[config.mk]
export PLATFORM = sky130hd
export DESIGN_NAME = mem_loader_flat
export DESIGN_NICKNAME = d
export VERILOG_FILES = /design/src/rtl/mem_loader_if.sv /design/src/rtl/mem_loader.sv /design/src/flat_wrapper.sv
export SDC_FILE = /design/constraint.sdc
export NUM_CORES = 1
export LEC_CHECK = 0
export BUFFER_PORTS_ARGS = -buffer_cell sky130_fd_sc_hd__buf_2
export CAP_MARGIN = 20
export CORE_AREA = 5 5 96 98
export DETAILED_ROUTE_END_ITERATION = 12
export DIE_AREA = 0 0 101 103
export PLACE_DENSITY = 0.63
export SETUP_SLACK_MARGIN = 0.1
export SYNTH_ARGS = -nofsm -noshare
export SYNTH_HDL_FRONTEND = slang
export SYNTH_SLANG_ARGS = --single-unit
[constraint.sdc]
create_clock -name clk -period 5.7 [get_ports clk]
set_input_delay 0 -clock clk [delete_from_list [all_inputs] [get_ports clk]]
set_output_delay 0 -clock clk [all_outputs]
set_load 0.02 [all_outputs]
[src/rtl/mem_loader_if.sv]
// Byte-stream input and instruction-memory write port of the boot-image loader.
// master drives bytes and observes writes; slave is the loader itself.
interface mem_loader_if #(
    parameter int unsigned ADDR_W = 12
);
    logic              byte_valid;
    logic [7:0]        byte_data;
    logic              byte_ready;
    logic              mem_we;
    logic [ADDR_W-1:0] mem_addr;
    logic [31:0]       mem_wdata;

    modport master (
        output byte_valid,
        output byte_data,
        input  byte_ready,
        input  mem_we,
        input  mem_addr,
        input  mem_wdata
    );

    modport slave (
        input  byte_valid,
        input  byte_data,
        output byte_ready,
        output mem_we,
        output mem_addr,
        output mem_wdata
    );
endinterface

[src/rtl/mem_loader.sv]
// Assembles a little-endian byte stream into 32-bit words, writes them to instruction
// memory at ascending addresses and holds the core in reset until the image is loaded.
module mem_loader #(
    parameter int unsigned ADDR_W     = 12,
    parameter int unsigned WORD_COUNT = 4096
) (
    input  logic              clk,
    input  logic              rst_n,
    input  logic              start,
    input  logic              flush,
    mem_loader_if.slave       bus,
    output logic              core_rst_n,
    output logic              busy,
    output logic              done,
    output logic [ADDR_W:0]   words_loaded
);

    localparam logic [1:0] StIdle  = 2'd0;
    localparam logic [1:0] StLoad  = 2'd1;
    localparam logic [1:0] StWrite = 2'd2;
    localparam logic [1:0] StDone  = 2'd3;

    localparam logic [ADDR_W:0] FullCount = WORD_COUNT[ADDR_W:0];

    logic [1:0]        state_q, state_d;
    logic [1:0]        idx_q, idx_d;
    logic [ADDR_W-1:0] addr_q, addr_d;
    logic [31:0]       wdata_q, wdata_d;
    logic [ADDR_W:0]   count_q, count_d;
    logic              flush_pend_q, flush_pend_d;

    logic              xfer;
    logic [1:0]        idx_upd;
    logic [31:0]       wdata_upd;
    logic [31:0]       keep_mask;

    // Byte accepted this cycle is merged before any flush decision looks at the index.
    always_comb begin
        xfer      = (state_q == StLoad) && bus.byte_valid;
        idx_upd   = idx_q + {1'b0, xfer};
        wdata_upd = wdata_q;
        if (xfer) begin
            wdata_upd[{idx_q, 3'b000} +: 8] = bus.byte_data;
        end
    end

    // Lanes at or above the fill index are unfilled and padded with zero on flush.
    always_comb begin
        keep_mask = 32'hFFFF_FFFF;
        unique case (idx_upd)
            2'd1:    keep_mask = 32'h0000_00FF;
            2'd2:    keep_mask = 32'h0000_FFFF;
            2'd3:    keep_mask = 32'h00FF_FFFF;
            default: keep_mask = 32'hFFFF_FFFF;
        endcase
    end

    always_comb begin
        state_d      = state_q;
        idx_d        = idx_q;
        addr_d       = addr_q;
        wdata_d      = wdata_q;
        count_d      = count_q;
        flush_pend_d = flush_pend_q;

        unique case (state_q)
            StIdle, StDone: begin
                if (start) begin
                    state_d      = StLoad;
                    idx_d        = 2'd0;
                    addr_d       = '0;
                    wdata_d      = '0;
                    count_d      = '0;
                    flush_pend_d = 1'b0;
                end
            end

            StLoad: begin
                idx_d   = idx_upd;
                wdata_d = wdata_upd;
                if (xfer && (idx_q == 2'd3)) begin
                    // A coincident flush lands on index 0: finish after this write.
                    state_d      = StWrite;
                    flush_pend_d = flush;
                end else if (flush) begin
                    if (idx_upd == 2'd0) begin
                        state_d = StDone;
                    end else begin
                        wdata_d      = wdata_upd & keep_mask;
                        idx_d        = 2'd0;
                        state_d      = StWrite;
                        flush_pend_d = 1'b1;
                    end
                end
            end

            StWrite: begin
                count_d      = count_q + (ADDR_W + 1)'(1);
                flush_pend_d = 1'b0;
                if (flush_pend_q || (count_d == FullCount)) begin
                    state_d = StDone;
                end else begin
                    addr_d  = addr_q + ADDR_W'(1);
                    state_d = StLoad;
                end
            end

            default: state_d = StIdle;
        endcase
    end

    always_ff @(posedge clk) begin
        if (!rst_n) begin
            state_q      <= StIdle;
            idx_q        <= 2'd0;
            addr_q       <= '0;
            wdata_q      <= '0;
            count_q      <= '0;
            flush_pend_q <= 1'b0;
        end else begin
            state_q      <= state_d;
            idx_q        <= idx_d;
            addr_q       <= addr_d;
            wdata_q      <= wdata_d;
            count_q      <= count_d;
            flush_pend_q <= flush_pend_d;
        end
    end

    assign bus.byte_ready = (state_q == StLoad);
    assign bus.mem_we     = (state_q == StWrite);
    assign bus.mem_addr   = addr_q;
    assign bus.mem_wdata  = wdata_q;
    assign busy           = (state_q == StLoad) || (state_q == StWrite);
    assign done           = (state_q == StDone);
    assign core_rst_n     = (state_q == StDone);
    assign words_loaded   = count_q;

endmodule

[src/flat_wrapper.sv]
// flat-port wrapper written by rule: the top's interface ports become plain ports
module mem_loader_flat 
#(
    parameter int unsigned ADDR_W     = 12,
    parameter int unsigned WORD_COUNT = 4096
)
  (clk, rst_n, start, flush, core_rst_n, busy, done, words_loaded, bus_byte_valid, bus_byte_data, bus_byte_ready, bus_mem_we, bus_mem_addr, bus_mem_wdata);
  mem_loader_if #(.ADDR_W(ADDR_W)) bus_i ();
  input  logic clk;
  input  logic rst_n;
  input  logic start;
  input  logic flush;
  output logic core_rst_n;
  output logic busy;
  output logic done;
  output logic [ADDR_W:0] words_loaded;
  input wire logic [$bits(bus_i.byte_valid)-1:0] bus_byte_valid;
  input wire logic [$bits(bus_i.byte_data)-1:0] bus_byte_data;
  output wire logic [$bits(bus_i.byte_ready)-1:0] bus_byte_ready;
  output wire logic [$bits(bus_i.mem_we)-1:0] bus_mem_we;
  output wire logic [$bits(bus_i.mem_addr)-1:0] bus_mem_addr;
  output wire logic [$bits(bus_i.mem_wdata)-1:0] bus_mem_wdata;
  assign bus_i.byte_valid = bus_byte_valid;
  assign bus_i.byte_data = bus_byte_data;
  assign bus_byte_ready = bus_i.byte_ready;
  assign bus_mem_we = bus_i.mem_we;
  assign bus_mem_addr = bus_i.mem_addr;
  assign bus_mem_wdata = bus_i.mem_wdata;
  mem_loader #(.ADDR_W(ADDR_W), .WORD_COUNT(WORD_COUNT)) u_core (.clk(clk), .rst_n(rst_n), .start(start), .flush(flush), .bus(bus_i), .core_rst_n(core_rst_n), .busy(busy), .done(done), .words_loaded(words_loaded));
endmodule
==> run metrics <==
chip height 103 microns; Yosys top cell by area dfxtp_1; initial antenna violation count 0; Final #Nets 493; # diodes 0; Clock Tree Root clkbuf_8; Starting Density 0.378; hold buffer count at cts 9; CTS sink cnt slightly above 60; share of layout cells above drive strength 1 0.222; hold_sp flush; reg2reg path depth 11; Vias per Instance between 5 and 6; CTS buffer count 9; Hold WC Path Type in -> reg; io pins 75; FMAX 344 MHz; grt total ovfl 0; DIE AREA ~10000 sq um; cell count after synthesis 390; CP required 5.90 ns; RSZ-0062 raised after global routing no; hold path endpoint u_core.idx_q[0]; Setup Fix Bufs, Post-CTS 0; R2R Path End u_core.bus.mem_wdata[23]; Final Cycle Share 0.511; min cycle time layout 2.91 ns; Post-synth EDFFs 0; Initial DRT Pass Iterations 4; status completed; Clock Latency Late Sink 0.35 ns; clock transition at the registers of the reported paths 0.07 ns; Seq/Total Area, Yosys 0.392; core area 8380 sq um; CTS tree done; top cell type's share of synthesized area 0.392; # Max-Cap Violations 0; CP arrival 3.12 ns; slack of the worst reg-to-reg path 2.79 ns; P&R area growth vs syn 21.4%; Synth top cells by count dfxtp_1 (62), nand2_1 (52), a21oi_1 (48); multi-input logic area about 1800 sq um; Async SR Flop Fraction 0; Layout Skew between 0.015 and 0.02 ns; Syn Nets 416; Final ANT Viol Nets 0; GRT Resource Usage Total 0.177; Final Util 0.459; critical path type reg -> reg; count leader, synth dfxtp_1; vias in the first global route 2965; synth top area cells dfxtp_1 (39%), a21oi_1 (7.6%), nand2_1 (6.2%); yosys warns 0; final hold violations 0; Leak 1.50 nW; Iter 0 DRT Violations about 180; site row count 34; Max Fanout on Critical Path 11; routability cong. 0.833; Fillers 821; synth unique cells just under 60; Startpoint Class register; FF/Latch Area 1240 sq um; IO Port Bufs 74; first-pass GRT wire length 14.7 mm; Post-Route WL slightly below 9 mm; Final setup viols 0; crit end category register; Synth Cell Area approximately 3200 sq um; VDD IR max 0.120 mV; Final TNS setup 0 ns; Die Wd ~100 microns; Slew Limit Fails 0; Worst Hold Path Cells 4; #FFs+latches synth 62; hpwl dp 6.58 mm; largest net degree at the start of global routing 26; Clock Tree Buf Depth 2; power per cell area 261 nW/um^2; Rel. slew slack 0.360; mean area per synthesized cell 8.13 sq um; Post-route DRC 0; vias 3188; FF-to-FF Start u_core.state_q[1]; post_cts resized 0; depth of the CTS H-tree 3; Wirelength per Cell 15.3 microns; top_reg_cell synth dfxtp_1; Worst-Margin Slew 0.954 ns
cell type report:
class                   instances  area share
clock buffers                   9      0.0322
inverters                      13      0.0127
repair buffers                 85       0.124
well taps                     108      0.0351
multi-input cells             296       0.459
clock inverters                 7      0.0150
flip-flops and latches         62       0.323
how the worst max path moves through the flow:
stage	depth (start not counted)	slack, ns	from	endpoint
6_report	11	2.79	u_core.state_q[1]	u_core.bus.mem_wdata[23]
5_1_grt	11	2.55	u_core.state_q[1]	u_core.bus.mem_wdata[25]
4_1_cts	11	2.79	u_core.state_q[1]	u_core.bus.mem_wdata[25]
3_5_place_dp	11	2.81	u_core.state_q[1]	u_core.bus.mem_wdata[25]
3_3_place_gp	11	2.95	u_core.state_q[1]	u_core.bus.mem_wdata[26]
2_1_floorplan	13	2.95	u_core.state_q[1]	u_core.bus.mem_wdata[16]
through the flow:
step	instances	cell area [sq um]	hold WS, ns	power (W)	setup slack [ns]
CTS	580	3850	0.0453	0.00101	2.79
floorplan	390	3170	0.148	0.000584	2.95
finish	580	3850	0.0671	0.00100	2.79
global placement	555	3570	0.306	0.000639	2.95
detailed placement	555	3570	0.310	0.000643	2.81
global route	580	3850	0.0855	0.00105	2.55
layer usage:
| layer | vias to the layer above | global-route usage | part of all wire |
|---|---|---|---|
| li1 | 1582 | - | - |
| met1 | 1485 | 0.229 | 0.44 |
| met2 | 108 | 0.282 | 0.47 |
| met3 | 13 | 0.0413 | 0.074 |
| met4 | 0 | 0.0818 | 0.017 |
| met5 | - | 0 | 0 |
worst max-delay path, stage by stage, from the launching register on:
cell and delay (ns):
dfxtp_1 0.34, inv_1 0.09, ha_1 0.38, and2_1 0.28
ha_1 0.26, xnor2_1 0.13, ha_1 0.20, nand2b_1 0.17
nand2b_1 0.19, o21a_1 0.18, o21ai_1 0.46, a21oi_1 0.09
registers in the layout (all words and copies together), names as in the netlist:
signal and cells:
u_core.flush_pend_q 1, u_core.bus.mem_addr 12, u_core.words_loaded 13, u_core.bus.mem_wdata 32, u_core.state_q 2, u_core.idx_q 2
report_power, final:
| group | internal, W | switching [W] | total (W) |
|---|---|---|---|
| clock network | 0.000163 | 0.000199 | 0.000363 |
| registers | 0.000443 | 0.00000822 | 0.000451 |
| logic | 0.0000557 | 0.000134 | 0.000189 |
| total | 0.000662 | 0.000341 | 0.00100 |
layout by cell type (no fill, tap or decap), types with 2 or more instances in the layout:
cell type	n
dlygate4sd3_1	9
clkbuf_8	9
o31ai_1	3
nand4_1	3
inv_6	2
nand2_1	52
inv_1	13
or4_1	2
a31oi_1	3
a311oi_1	7
or3_1	10
o21ai_0	21
buf_4	2
nand3_2	2
o21ai_1	3
o311a_1	3
ha_1	13
a22oi_1	10
nor3b_1	3
nor3_1	5
buf_2	74
xnor2_1	2
or2_2	2
a211oi_1	2
and2_1	4
clkinvlp_4	2
a21oi_1	48
nand4b_1	2
dfxtp_1	62
nand2b_1	3
nand3_1	31
nor2_1	28
nor4_1	2
o21a_1	2
and3_1	8
cells by family (layout without fill, tap and decap cells):
family	Yosys count	after routing	share of synthesized area
buffers and inverters	32	114	0.0517
DFF	62	62	0.392
xor gates and xnor gates	2	2	0.00553
and+or+nand+nor	163	163	0.255
AOI/OAI and AO/OA	118	118	0.245
adders and majority gates	13	13	0.0513
Note: power is estimated with default switching activity, not from simulation.
